### src/rtl/apb_ahb_pkg.sv
// Shared AHB encodings and the bridge state type.
package apb_ahb_pkg;
  localparam logic [1:0] HTRANS_IDLE   = 2'b00;
  localparam logic [1:0] HTRANS_NONSEQ = 2'b10;
  localparam logic [2:0] HBURST_SINGLE = 3'b000;
  localparam logic [2:0] HSIZE_WORD    = 3'b010;

  typedef enum logic [1:0] {IDLE, ADDR, DATA, DONE} bridge_state_e;
endpackage

### src/rtl/apb2ahb_bridge.sv
// APB3 completer (HCLK + PCLKEN) driving one AHB-Lite NONSEQ/SINGLE word transfer per APB access.
module apb2ahb_bridge
  import apb_ahb_pkg::*;
#(
  parameter int ADDRWIDTH = 16,
  parameter int DATAWIDTH = 32
) (
  input  logic                 HCLK,
  input  logic                 HRESETn,
  input  logic                 PCLKEN,
  input  logic                 PSEL,
  input  logic                 PENABLE,
  input  logic [ADDRWIDTH-1:0] PADDR,
  input  logic                 PWRITE,
  input  logic [DATAWIDTH-1:0] PWDATA,
  input  logic [2:0]           PPROT,
  output logic [DATAWIDTH-1:0] PRDATA,
  output logic                 PREADY,
  output logic                 PSLVERR,
  output logic [ADDRWIDTH-1:0] HADDR,
  output logic [1:0]           HTRANS,
  output logic                 HWRITE,
  output logic [2:0]           HSIZE,
  output logic [2:0]           HBURST,
  output logic [3:0]           HPROT,
  output logic [DATAWIDTH-1:0] HWDATA,
  input  logic [DATAWIDTH-1:0] HRDATA,
  input  logic                 HREADY,
  input  logic                 HRESP,
  output logic                 BUSY
);

  bridge_state_e        state_q, state_d;
  logic [ADDRWIDTH-1:0] addr_q, addr_d;
  logic [DATAWIDTH-1:0] wdata_q, wdata_d;
  logic [DATAWIDTH-1:0] rdata_q, rdata_d;
  logic                 err_q, err_d;
  logic                 write_q, write_d;
  logic [2:0]           prot_q, prot_d;
  logic [1:0]           htrans_q, htrans_d;
  logic [ADDRWIDTH-1:0] haddr_q, haddr_d;
  logic                 hwrite_q, hwrite_d;
  logic [3:0]           hprot_q, hprot_d;
  logic                 unused_bits;

  assign unused_bits = ^{prot_q[1], PADDR[1:0]};

  always_ff @(posedge HCLK or negedge HRESETn) begin
    if (!HRESETn) begin
      state_q  <= IDLE;
      addr_q   <= '0;
      wdata_q  <= '0;
      rdata_q  <= '0;
      err_q    <= 1'b0;
      write_q  <= 1'b0;
      prot_q   <= '0;
      htrans_q <= HTRANS_IDLE;
      haddr_q  <= '0;
      hwrite_q <= 1'b0;
      hprot_q  <= '0;
    end else begin
      state_q  <= state_d;
      addr_q   <= addr_d;
      wdata_q  <= wdata_d;
      rdata_q  <= rdata_d;
      err_q    <= err_d;
      write_q  <= write_d;
      prot_q   <= prot_d;
      htrans_q <= htrans_d;
      haddr_q  <= haddr_d;
      hwrite_q <= hwrite_d;
      hprot_q  <= hprot_d;
    end
  end

  always_comb begin
    state_d  = state_q;
    addr_d   = addr_q;
    wdata_d  = wdata_q;
    rdata_d  = rdata_q;
    err_d    = err_q;
    write_d  = write_q;
    prot_d   = prot_q;
    htrans_d = htrans_q;
    haddr_d  = haddr_q;
    hwrite_d = hwrite_q;
    hprot_d  = hprot_q;
    unique case (state_q)
      IDLE: begin
        if (PCLKEN && PSEL && !PENABLE) begin
          addr_d  = {PADDR[ADDRWIDTH-1:2], 2'b00};
          write_d = PWRITE;
          wdata_d = PWDATA;
          prot_d  = PPROT;
          state_d = ADDR;
        end
      end
      ADDR: begin
        // First ADDR cycle loads the registered address phase; later cycles wait for HREADY.
        if (htrans_q == HTRANS_IDLE) begin
          htrans_d = HTRANS_NONSEQ;
          haddr_d  = addr_q;
          hwrite_d = write_q;
          hprot_d  = {2'b00, prot_q[0], ~prot_q[2]};
        end else if (HREADY) begin
          htrans_d = HTRANS_IDLE;
          state_d  = DATA;
        end
      end
      DATA: begin
        if (HREADY) begin
          rdata_d = HRDATA;
          err_d   = HRESP;
          state_d = DONE;
        end
      end
      DONE: begin
        if (PCLKEN) state_d = IDLE;
      end
      default: state_d = IDLE;
    endcase
  end

  assign HTRANS  = htrans_q;
  assign HADDR   = haddr_q;
  assign HWRITE  = hwrite_q;
  assign HPROT   = hprot_q;
  assign HWDATA  = wdata_q;
  assign HSIZE   = HSIZE_WORD;
  assign HBURST  = HBURST_SINGLE;
  assign BUSY    = (state_q != IDLE);
  assign PREADY  = (state_q == DONE);
  assign PSLVERR = (state_q == DONE) && err_q;
  assign PRDATA  = ((state_q == DONE) && !write_q) ? rdata_q : '0;

endmodule

### config.mk
export PLATFORM = sky130hd
export DESIGN_NAME = apb2ahb_bridge
export DESIGN_NICKNAME = d
export VERILOG_FILES = /design/src/rtl/apb_ahb_pkg.sv /design/src/rtl/apb2ahb_bridge.sv
export SDC_FILE = /design/constraint.sdc
export NUM_CORES = 1
export LEC_CHECK = 0
export ABC_AREA = 0
export BUFFER_PORTS_ARGS = -buffer_cell sky130_fd_sc_hd__clkbuf_2
export CAP_MARGIN = 30
export CELL_PAD_IN_SITES_DETAIL_PLACEMENT = 1
export CELL_PAD_IN_SITES_GLOBAL_PLACEMENT = 1
export CORE_MARGIN = 2
export CORE_UTILIZATION = 37
export CTS_CLUSTER_SIZE = 25
export DETAILED_ROUTE_END_ITERATION = 16
export GPL_ROUTABILITY_DRIVEN = 0
export PLACE_DENSITY = 0.8
export SLEW_MARGIN = 20
export SYNTH_ARGS = -nofsm -noshare
export SYNTH_HDL_FRONTEND = slang
export SYNTH_SLANG_ARGS = --single-unit
### constraint.sdc
create_clock -name HCLK -period 2.5 [get_ports HCLK]
set_clock_uncertainty 0.05 [all_clocks]
set_input_delay 0.375 -clock HCLK [delete_from_list [all_inputs] [get_ports HCLK]]
set_output_delay 0.375 -clock HCLK [all_outputs]
set_load 0.05 [all_outputs]
; Yosys cells after proc, flatten, opt, wreduce, memory -nomap -nowiden
; Cells that the tools add are included.
[word_totals]
inputBits = 91
ff_bits = 104
word_cells = 44
out_inout_bits = 96
[classes]
bitwise_logic = 1
eq_ne = 8
mux = 9
n_reduce_logical = 15
[op_table]
columns = operator, count
row1 = $mux 32, 1
row2 = $mux 2, 7
row3 = $ne 2x2->1 const B, 5
row4 = $pmux 2 s4, 1
row5 = $reduce_and 2->1, 4
row6 = $reduce_and 5->1, 1
row7 = $eq 2x2->1 const B, 2
row8 = $logic_and 1x1->1, 4
row9 = $logic_not 2->1, 2
row10 = $reduce_bool 2->1, 2
row11 = $eq 2x1->1 const B, 1
row12 = $logic_not 1->1, 2
row13 = $not 1->1, 1

; Depth between registers and ports, before layout
; Gate-level depths: netlist (run 1).
[logic_depth]
depth_word = 4
ltp_mapped = 8
mapped_depth_nobuf = 6

; Worst setup path after synthesis (run 1)
; OpenSTA, ideal clock, no wires.
[synth_timing]
path_type = register to output
startpoint = register state_q[1]
endpoint = output PRDATA[0]
n_path_buf = 1
required_time_ns = 2.075
path_slack_ns = 0.243
t_arrival_ns = 1.832
stages_incl_launch_ff = 5
path_cell_list = dfrtp_1 ha_1 nor2b_1 clkbuf_1 and2_1
[synth_via]
elab_chain_len = 3
[synth_lines]
columns = element, line
row1 = "start, declared", apb2ahb_bridge.sv:33  ; bridge_state_e state_q, state_d;
row2 = "start signal, assigned", apb2ahb_bridge.sv:62  ; state_q <= state_d;
row3 = $eq 2x2->1, n/a
row4 = net PREADY, apb2ahb_bridge.sv:18  ; output logic PREADY,
row5 = $logic_and 1x1->1, apb2ahb_bridge.sv:134  ; assign PRDATA = ((state_q == DONE) && !write_q) ? rdata_q : '0;
row6 = $mux 32, apb2ahb_bridge.sv:134
row7 = "end, declared", apb2ahb_bridge.sv:17  ; output logic [DATAWIDTH-1:0] PRDATA,
; The timed path passes the listed nets, and every way through them passes these cells.

; Worst setup path after layout (run 1)
[layout_timing]
startpoint = register state_q[1]
endpoint = output PRDATA[27]
[layout_via]
elab_chain_len = 3
[layout_lines]
columns = element, line
row1 = $eq 2x2->1, apb2ahb_bridge.sv:134
row2 = $logic_and 1x1->1, apb2ahb_bridge.sv:134
row3 = $mux 32, apb2ahb_bridge.sv:134
; No other way between the ends.

==> results.toml, run 1 <==
[sta]
fin_setup_tns_ps = 0
fin_crit_sh_pct = 92.1
tightestPinTransition_ps = 523
rsz0062_at_grt = "false"
fmax_mhz = 434
setup_viol = 0
hold_viol = 0
fin_ws_ps = 198
report.final.slew_viol_count = 0
whs_ps = 217
fin_crit_ps = 2300
slew-limit-headroom_pct = 65.1

[worst_setup_path]
crit_end = "PRDATA[27]"
r2r-end = "HWDATA[4]"
crit_start = "state_q[1]"
end_kind = "output port"
cp.arrival_ps = 1880
r2r-start = "state_q[0]"
setup.worst_path.class = "register to output port"
worstPathRequired_ps = 2080
ff2ff_path_depth = 6
worst-r2r-setup-slack_ps = 630
critPathLaunchType = "register"
cp_max_fo = 32

[floorplanning]
core_um2 = 11300
die_w_um = 111
design.die.area_um2 = 12400
die_h_um = 111
pin_count = 187
rows = 39
start_util_pct = 37.6

[drt]
wl_mm = 9.28
antenna_left = 0
drt_first_pass_iters = 4
vias_per_cell = 4.63
num_vias = 2799
wire_per_inst_um = 15.3
drt_iter0_markers = 89
drc = 0

[placement]
dp_slack_ps = 523
port_buffers = 172
hpwl_mm = 6.86

[finish]
final_core_util_pct = 49.1
final_nets = 553
multiInputGateArea_um2 = 1550
n_fill_cell = 1222
syn_to_final_growth_pct = 30.6
n_antenna_cell = 0
drive_gt1_share_pct = 63.6
regArea_um2 = 2550

[logic_synthesis]
ys_ff_latch = 102
synth_top_area_cell = "dfrtp_1"
synth_cells = 284
synth_area_um2 = 4260
ys.flop_type = "dfrtp_1"
yosysUniqueCellTypes = 24
synth_edf_count = 0
synthTopCellsByArea = "dfrtp_1 (60%), mux2_2 (24%), and2_1 (4.9%)"
async_reset_ff_share_pct = 100
avgSynthCellArea_um2 = 15.0
ys_seq_area_share_pct = 60.0
yosysWarnings = 0
post-synth-top-area-fraction_pct = 60.0
synthTopCellsByCount = "dfrtp_1 (102), mux2_2 (89), and2_1 (33), buf_4 (11), mux2_4 (10)"
yosysMostFrequentCell = "dfrtp_1"

[job]
maxCapViolCount = 0

[global_route]
antenna_found_initial = 0
grt_pass1_vias = 3199
grt_start_max_net_pins = 66
grt_pass1_wl_mm = 15.7
overflow = 0
track_usage_pct = 15.8

[clock_network]
worstSkewPairLatency_ps = 330
htree_levels = 3
clk_pin_slew_ps = 70
clockBufferDepth = 2
clkSinkCount = 102
cts_tree = "built"
cts_buffers = 9
clockRootBuffer = "clkbuf_16"

[power]
cellPowerDensity_nw_per_um2 = 1530
ir_worst_vdd_mv = 0.810
p_leak_nw = 2.88

[outcome]
status = "finished, final reports clean"

[hold_path]
whs_path_depth = 2
hp-class = "primary input to register"
==> timing repair <==
item	CTS	global route
resized for setup	0	0
buffers inserted	0	0
hold buffers	1	0
hold endpoints to repair	37	0
==> metrics by stage <==
stage | power, mW | cells | instance area, um^2
2_1_floorplan | 6.09 | 293 | 4290
3_3_place_gp | 6.95 | 588 | 5240
3_5_place_dp | 7.14 | 588 | 5240
4_1_cts | 8.60 | 605 | 5560
5_1_grt | 8.96 | 605 | 5560
6_report | 8.48 | 605 | 5560
==> worst max-delay path, stage by stage (launching register included) <==
cell and delay (ps):
dfrtp_1 400, ha_1 240, nor2b_1 150, buf_4 290
and2_1 190, clkbuf_2 280
==> flip-flops by register name, indices dropped and copies added, names as in the netlist, 2 cells and up <==
register,cells
HADDR,14
HPROT,2
HWDATA,32
addr_q,14
prot_q,2
rdata_q,32
state_q,2
==> cell families (layout without fill, tap and decap cells) <==
logic type                 Yosys count  in the layout  synth area share [%]
AOI/OAI and AO/OA                    4              4                 0.764
adders and majority gates            5              5                  1.47
buffers and inverters               29            198                  4.35
DFF                                102            102                  60.0
muxes                              100            100                  27.3
other                                2             11                 0.176
and+or+nand+nor                     42             42                  5.94
==> power by group <==
group | internal (mW) | switching [mW]
combinational | 1.34 | 2.83
clock | 0.813 | 0.610
sequential | 2.47 | 0.417
total | 4.62 | 3.86
==> layout by cell type, fill, tap and decap left out, drive strengths merged <==
| master | count |
|---|---|
| clkbuf | 180 |
| dfrtp | 102 |
| mux2 | 99 |
| and2 | 33 |
| conb | 11 |
| buf | 7 |
| inv | 6 |
| ha | 5 |
| clkinv | 3 |
| nand2 | 2 |
| nor2 | 2 |
| nor2b | 1 |
| nand3b | 1 |
| or2 | 1 |
| nand2b | 1 |
| a21oi | 1 |
| a221oi | 1 |
| mux2i | 1 |
| o21ai | 1 |
| nand3 | 1 |
| o21a | 1 |
| bufinv | 1 |
| dlygate4sd3 | 1 |
==> worst min path at each step <==
stage          startpoint    endpoint  slack (ps)
2_1_floorplan     HRESETn   HADDR[10]          30
3_3_place_gp      HRESETn  HWDATA[11]         320
3_5_place_dp      HRESETn  HWDATA[11]         350
4_1_cts        PWDATA[27]  HWDATA[27]         200
5_1_grt        PWDATA[20]  HWDATA[20]         210
6_report       PWDATA[27]  HWDATA[27]         220
==> per-layer routing <==
layer  track usage (%)  part of all wire (%)  vias up
li1                  -                     -     1278
met1              18.0                    38     1390
met3              6.51                    10        5
met2              27.7                    51      126
met4              4.20                  0.61        0
met5                 0                     0        -
==> layout make-up <==
cell class	count	area share, %
Clock inverter	6	1.24
Tap cell	143	3.22
Timing Repair Buffer	178	17.1
Inverter	4	0.270
Sequential cell	102	45.9
Clock buffer	10	4.30
Multi-Input combinational cell	162	27.9
Power figures use the tool's default switching activity.
==> run 2, diff against run 1 <==
--- a/config.mk
+++ b/config.mk
@@ -7,7 +7,7 @@
 export LEC_CHECK = 0
 export ABC_AREA = 0
 export BUFFER_PORTS_ARGS = -buffer_cell sky130_fd_sc_hd__clkbuf_2
-export CAP_MARGIN = 30
+export CAP_MARGIN = 5
 export CELL_PAD_IN_SITES_DETAIL_PLACEMENT = 1
 export CELL_PAD_IN_SITES_GLOBAL_PLACEMENT = 1
 export CORE_MARGIN = 2
==> constraint.sdc (replaced) <==
create_clock -name HCLK -period 2.5 [get_ports HCLK]
set_clock_uncertainty 0.05 [all_clocks]
set_input_delay 0.375 -clock HCLK [delete_from_list [all_inputs] [get_ports HCLK]]
set_output_delay 0.375 -clock HCLK [all_outputs]
set_load 0.1 [all_outputs]
==> run 2 against run 1 <==
Effect of this change:
- design area up 9.8%
- sequential share of layout area fell by 4.1 points
- worst hold slack worse by 4.7 ps
- cell count down 0.17%
==> results.toml, run 2 (synthesized netlist as in run 1, its figures left out) <==
[sta]
fin_crit_ps = 2230
fin_crit_sh_pct = 89.4
setup_viol = 0
hold_viol = 0
fin_setup_tns_ps = 0
report.final.slew_viol_count = 0
slew-limit-headroom_pct = 62.3
fmax_mhz = 448
tightestPinTransition_ps = 567
rsz0062_at_grt = "false"

[worst_setup_path]
cpLargestDelayFamily = "buffers and inverters"
critPathLaunchType = "register"
cpMaxStageDelayCell = "dfrtp_1"
cp.arrival_ps = 1810
end_kind = "output port"
crit_buf_inv = 2
cpPeakStageDelay_ps = 400
r2r-start = "state_q[1]"
worst-r2r-setup-slack_ps = 450
setup.worst_path.class = "register to output port"
r2r-end = "HWDATA[29]"
cp_max_fo = 32
worstPathRequired_ps = 2080
ff2ff_path_depth = 6
crit_chain = "ha_2, nor2b_1, buf_4, and2_1, buf_12"

[job]
maxCapViolCount = 0

[global_route]
track_usage_pct = 16.1
grt_pass1_wl_mm = 15.7
grt_start_max_net_pins = 62
overflow = 0
grt_pass1_vias = 3114
antenna_found_initial = 0

[hold_path]
whs_path_depth = 2
hp-class = "primary input to register"
hold_end = "HWDATA[21]"
worstHoldStart = "PWDATA[21]"

[drt]
drt_iter0_markers = 95
drc = 0
antenna_left = 0
wl_mm = 9.73
vias_per_cell = 4.66
wire_per_inst_um = 16.1
drt_first_pass_iters = 3
num_vias = 2817

[finish]
layout_common_cells = "clkbuf_2 (139), dfrtp_1 (102), mux2_2 (89)"
syn_to_final_growth_pct = 43.3
n_fill_cell = 1155
drive_gt1_share_pct = 70.3
final_common_cell = "clkbuf_2"
n_antenna_cell = 0
final_nets = 553

[clock_network]
clockRootBuffer = "clkbuf_16"
cts_tree = "built"
clockBufferDepth = 2
worstSkewPairLatency_ps = 340
htree_levels = 3
cts_buffers = 9
cts_setup_buffers = 0
clk_pin_slew_ps = 70
clkSinkCount = 102

[floorplanning]
design.die.area_um2 = 12400
start_util_pct = 37.6
core_um2 = 11300
die_w_um = 111
rows = 39
pin_count = 187
die_h_um = 111

[outcome]
status = "finished, final reports clean"

[placement]
hpwl_mm = 7.58
port_buffers = 172
==> run 2: cell type report <==
cell class                 instances  area (um^2)  share of cell area (%)
multi-input combinational        162         1590                    26.1
timing repair buffer             178         1420                    23.2
sequential                       102         2550                    41.8
inverter                           4         15.0                   0.246
tap                              143          179                    2.93
clock buffer                      10          239                    3.92
clock inverter                     5          106                    1.74
==> run 2: worst reg2reg max path: stages (launching register included) <==
cell and delay [ps]:
dfrtp_1 420, inv_1 130, ha_1 230, inv_1 60, or2_2 470, buf_12 260, mux2_2 320
==> run 2: through the flow <==
step / setup WS (ps) / cell area [um^2] / std cells / hold slack [ps] / util, %
6_report: 265 / 6100 / 604 / 212 / 53.9
5_1_grt: 114 / 6100 / 604 / 201 / 53.9
4_1_cts: 219 / 6100 / 604 / 200 / 53.9
2_1_floorplan: 87.4 / 4330 / 293 / 29.4 / -
3_3_place_gp: 523 / 5740 / 588 / 357 / 50.7
3_5_place_dp: 441 / 5740 / 588 / 357 / 50.7
==> run 2: timing repair <==
item,4_1_cts,5_1_grt
hold endpoints to repair,34,0
resized for setup,0,0
hold buffers,1,0
==> run 2: worst max path at each step <==
stage / startpoint / endpoint / slack (ps) / depth (start not counted)
final: state_q[1] / PRDATA[31] / 270 / 5
after global routing: state_q[1] / PRDATA[31] / 110 / 5
after CTS: state_q[1] / PRDATA[31] / 220 / 5
after detailed placement: state_q[1] / addr_q[12] / 440 / 6
after global placement: state_q[0] / addr_q[11] / 520 / 6
after floorplan: state_q[1] / PRDATA[30] / 90 / 3
==> run 2: routing by layer <==
metal | GRT usage (%) | share of wire (%) | vias up
li1 | - | - | 1278
met1 | 17.5 | 39 | 1395
met2 | 28.8 | 51 | 133
met3 | 5.30 | 8.6 | 11
met4 | 6.83 | 1.8 | 0
met5 | 0 | 0 | -
Power of run 2 is not shown: default switching activity piles up to over one toggle a cycle in this logic, so the estimate is an artifact.
==> run 3, diff against run 2 <==
--- a/config.mk
+++ b/config.mk
@@ -6,7 +6,7 @@
 export NUM_CORES = 1
 export LEC_CHECK = 0
 export ABC_AREA = 0
-export BUFFER_PORTS_ARGS = -buffer_cell sky130_fd_sc_hd__clkbuf_2
+export BUFFER_PORTS_ARGS = -buffer_cell sky130_fd_sc_hd__buf_2
 export CAP_MARGIN = 5
 export CELL_PAD_IN_SITES_DETAIL_PLACEMENT = 1
 export CELL_PAD_IN_SITES_GLOBAL_PLACEMENT = 1
==> run 3 against run 2 <==
Effect of this change:
- the flow now finishes with violations (negative hold slack)
- flip-flop and latch count did not move
- design area is 0.47% lower
- die area unchanged
- sequential share of layout area increased by 0.20 points
- via count is 0.67% higher
- maximum frequency is 0.13% lower
- core utilization shrank 0.25 points
- non-clock buffer count unchanged
- critical path type unchanged
- critical endpoint unchanged
==> results.toml, run 3 (synthesized netlist as in run 1, its figures left out) <==
[outcome]
status = "finished with violations"
violations = "negative hold slack"

[finish]
final_common_cell = "buf_2"
syn_to_final_growth_pct = 42.7
final_nets = 553
layout_common_cells = "buf_2 (139), dfrtp_1 (102), mux2_2 (89)"
drive_gt1_share_pct = 70.5
n_antenna_cell = 0

[job]
maxCapViolCount = 0

[floorplanning]
start_util_pct = 37.6
core_um2 = 11300
pin_count = 187
die_w_um = 111
design.die.area_um2 = 12400
rows = 39
die_h_um = 111

[sta]
fmax_mhz = 447
report.final.slew_viol_count = 0
tightestPinTransition_ps = 612
hold_viol = 11
whs_ps = -5.08
rsz0062_at_grt = "false"
fin_crit_sh_pct = 89.5
fin_setup_tns_ps = 0
fin_crit_ps = 2240
setup_viol = 0
slew-limit-headroom_pct = 59.2

[worst_setup_path]
worstPathRequired_ps = 2080
cpPeakStageDelay_ps = 390
cpLargestDelayFamily = "buffers and inverters"
crit_cells = 5
crit_buf_inv = 2
crit_chain = "ha_2, nor2b_1, buf_4, and2_1, buf_12"
cp_max_fo = 32
setup.worst_path.class = "register to output port"
critPathLaunchType = "register"
cpMaxStageDelayCell = "dfrtp_1"
end_kind = "output port"
ff2ff_path_depth = 6
cp.arrival_ps = 1810

[clock_network]
ctsResizeCount = 0
worstSkewPairLatency_ps = 340
clockBufferDepth = 2
clkSinkCount = 102
postCtsHoldBufs = 0
htree_levels = 3
cts_setup_buffers = 0
cts_buffers = 9
cts_tree = "built"
clockRootBuffer = "clkbuf_16"
clk_pin_slew_ps = 70

[global_route]
grtUsageMet3_pct = 6.72
grt_start_max_net_pins = 48
grt_pass1_wl_mm = 15.9
grtUsageMet1_pct = 18.3
gr-usage-met2_pct = 29.0
antenna_found_initial = 0
grt_busiest_layer = "met2"
track_usage_pct = 16.5
grt_pass1_vias = 3096
overflow = 0

[drt]
antenna_left = 0
wl_mm = 9.81
num_vias = 2836
drt_first_pass_iters = 2
drt_iter0_markers = 75
vias_per_cell = 4.70
wire_per_inst_um = 16.2
drc = 0

[hold_path]
hp-class = "primary input to async pin"

[placement]
port_buffers = 172
hpwl_mm = 7.62
-- run 3: layout make-up --
cell class | instances | area [um^2]
sequential | 102 | 2550
clock buffer | 13 | 280
clock inverter | 2 | 38.8
timing repair buffer | 178 | 1410
inverter | 4 | 15.0
multi-input combinational | 162 | 1590
tap | 143 | 179
fill | 1158 | 5250
-- run 3: final timing paths --
| kind | slack, ps | endpoint | start |
|---|---|---|---|
| max in group asynchronous | 1670 | HADDR[14] | HRESETn |
| hold reg to reg | 450 | rdata_q[5] | rdata_q[5] |
| hold / removal | -5 | rdata_q[18] | HRESETn |
| min in group HCLK | 210 | HWDATA[2] | PWDATA[2] |
| setup / recovery | 260 | PRDATA[31] | state_q[1] |
| setup reg to reg | 400 | HWDATA[5] | state_q[0] |
-- run 3: per-layer routing --
layer	wire [um]	vias up
met2	5040	136
li1	-	1275
met3	955	12
met4	138	0
met5	0	-
met1	3670	1413
-- run 3: metrics by stage --
step / hold slack, ps / cell area, um^2 / instances / worst slack, ps / utilization (%)
3_3_place_gp: 375 / 5750 / 589 / 448 / 50.8
5_1_grt: 36.3 / 6070 / 604 / 75.4 / 53.6
2_1_floorplan: 29.4 / 4330 / 293 / 87.4 / -
4_1_cts: 17.0 / 6070 / 604 / 196 / 53.6
6_report: -5.08 / 6070 / 604 / 263 / 53.6
3_5_place_dp: 386 / 5750 / 589 / 380 / 50.8
-- run 3: worst register-to-register path, stage by stage, from the launching register on --
cell     delay, ps
dfrtp_1        380
inv_1          100
ha_1           230
inv_1           80
or2_2          490
buf_12         290
mux2_2         360
Power of run 3 is left out for the same reason.
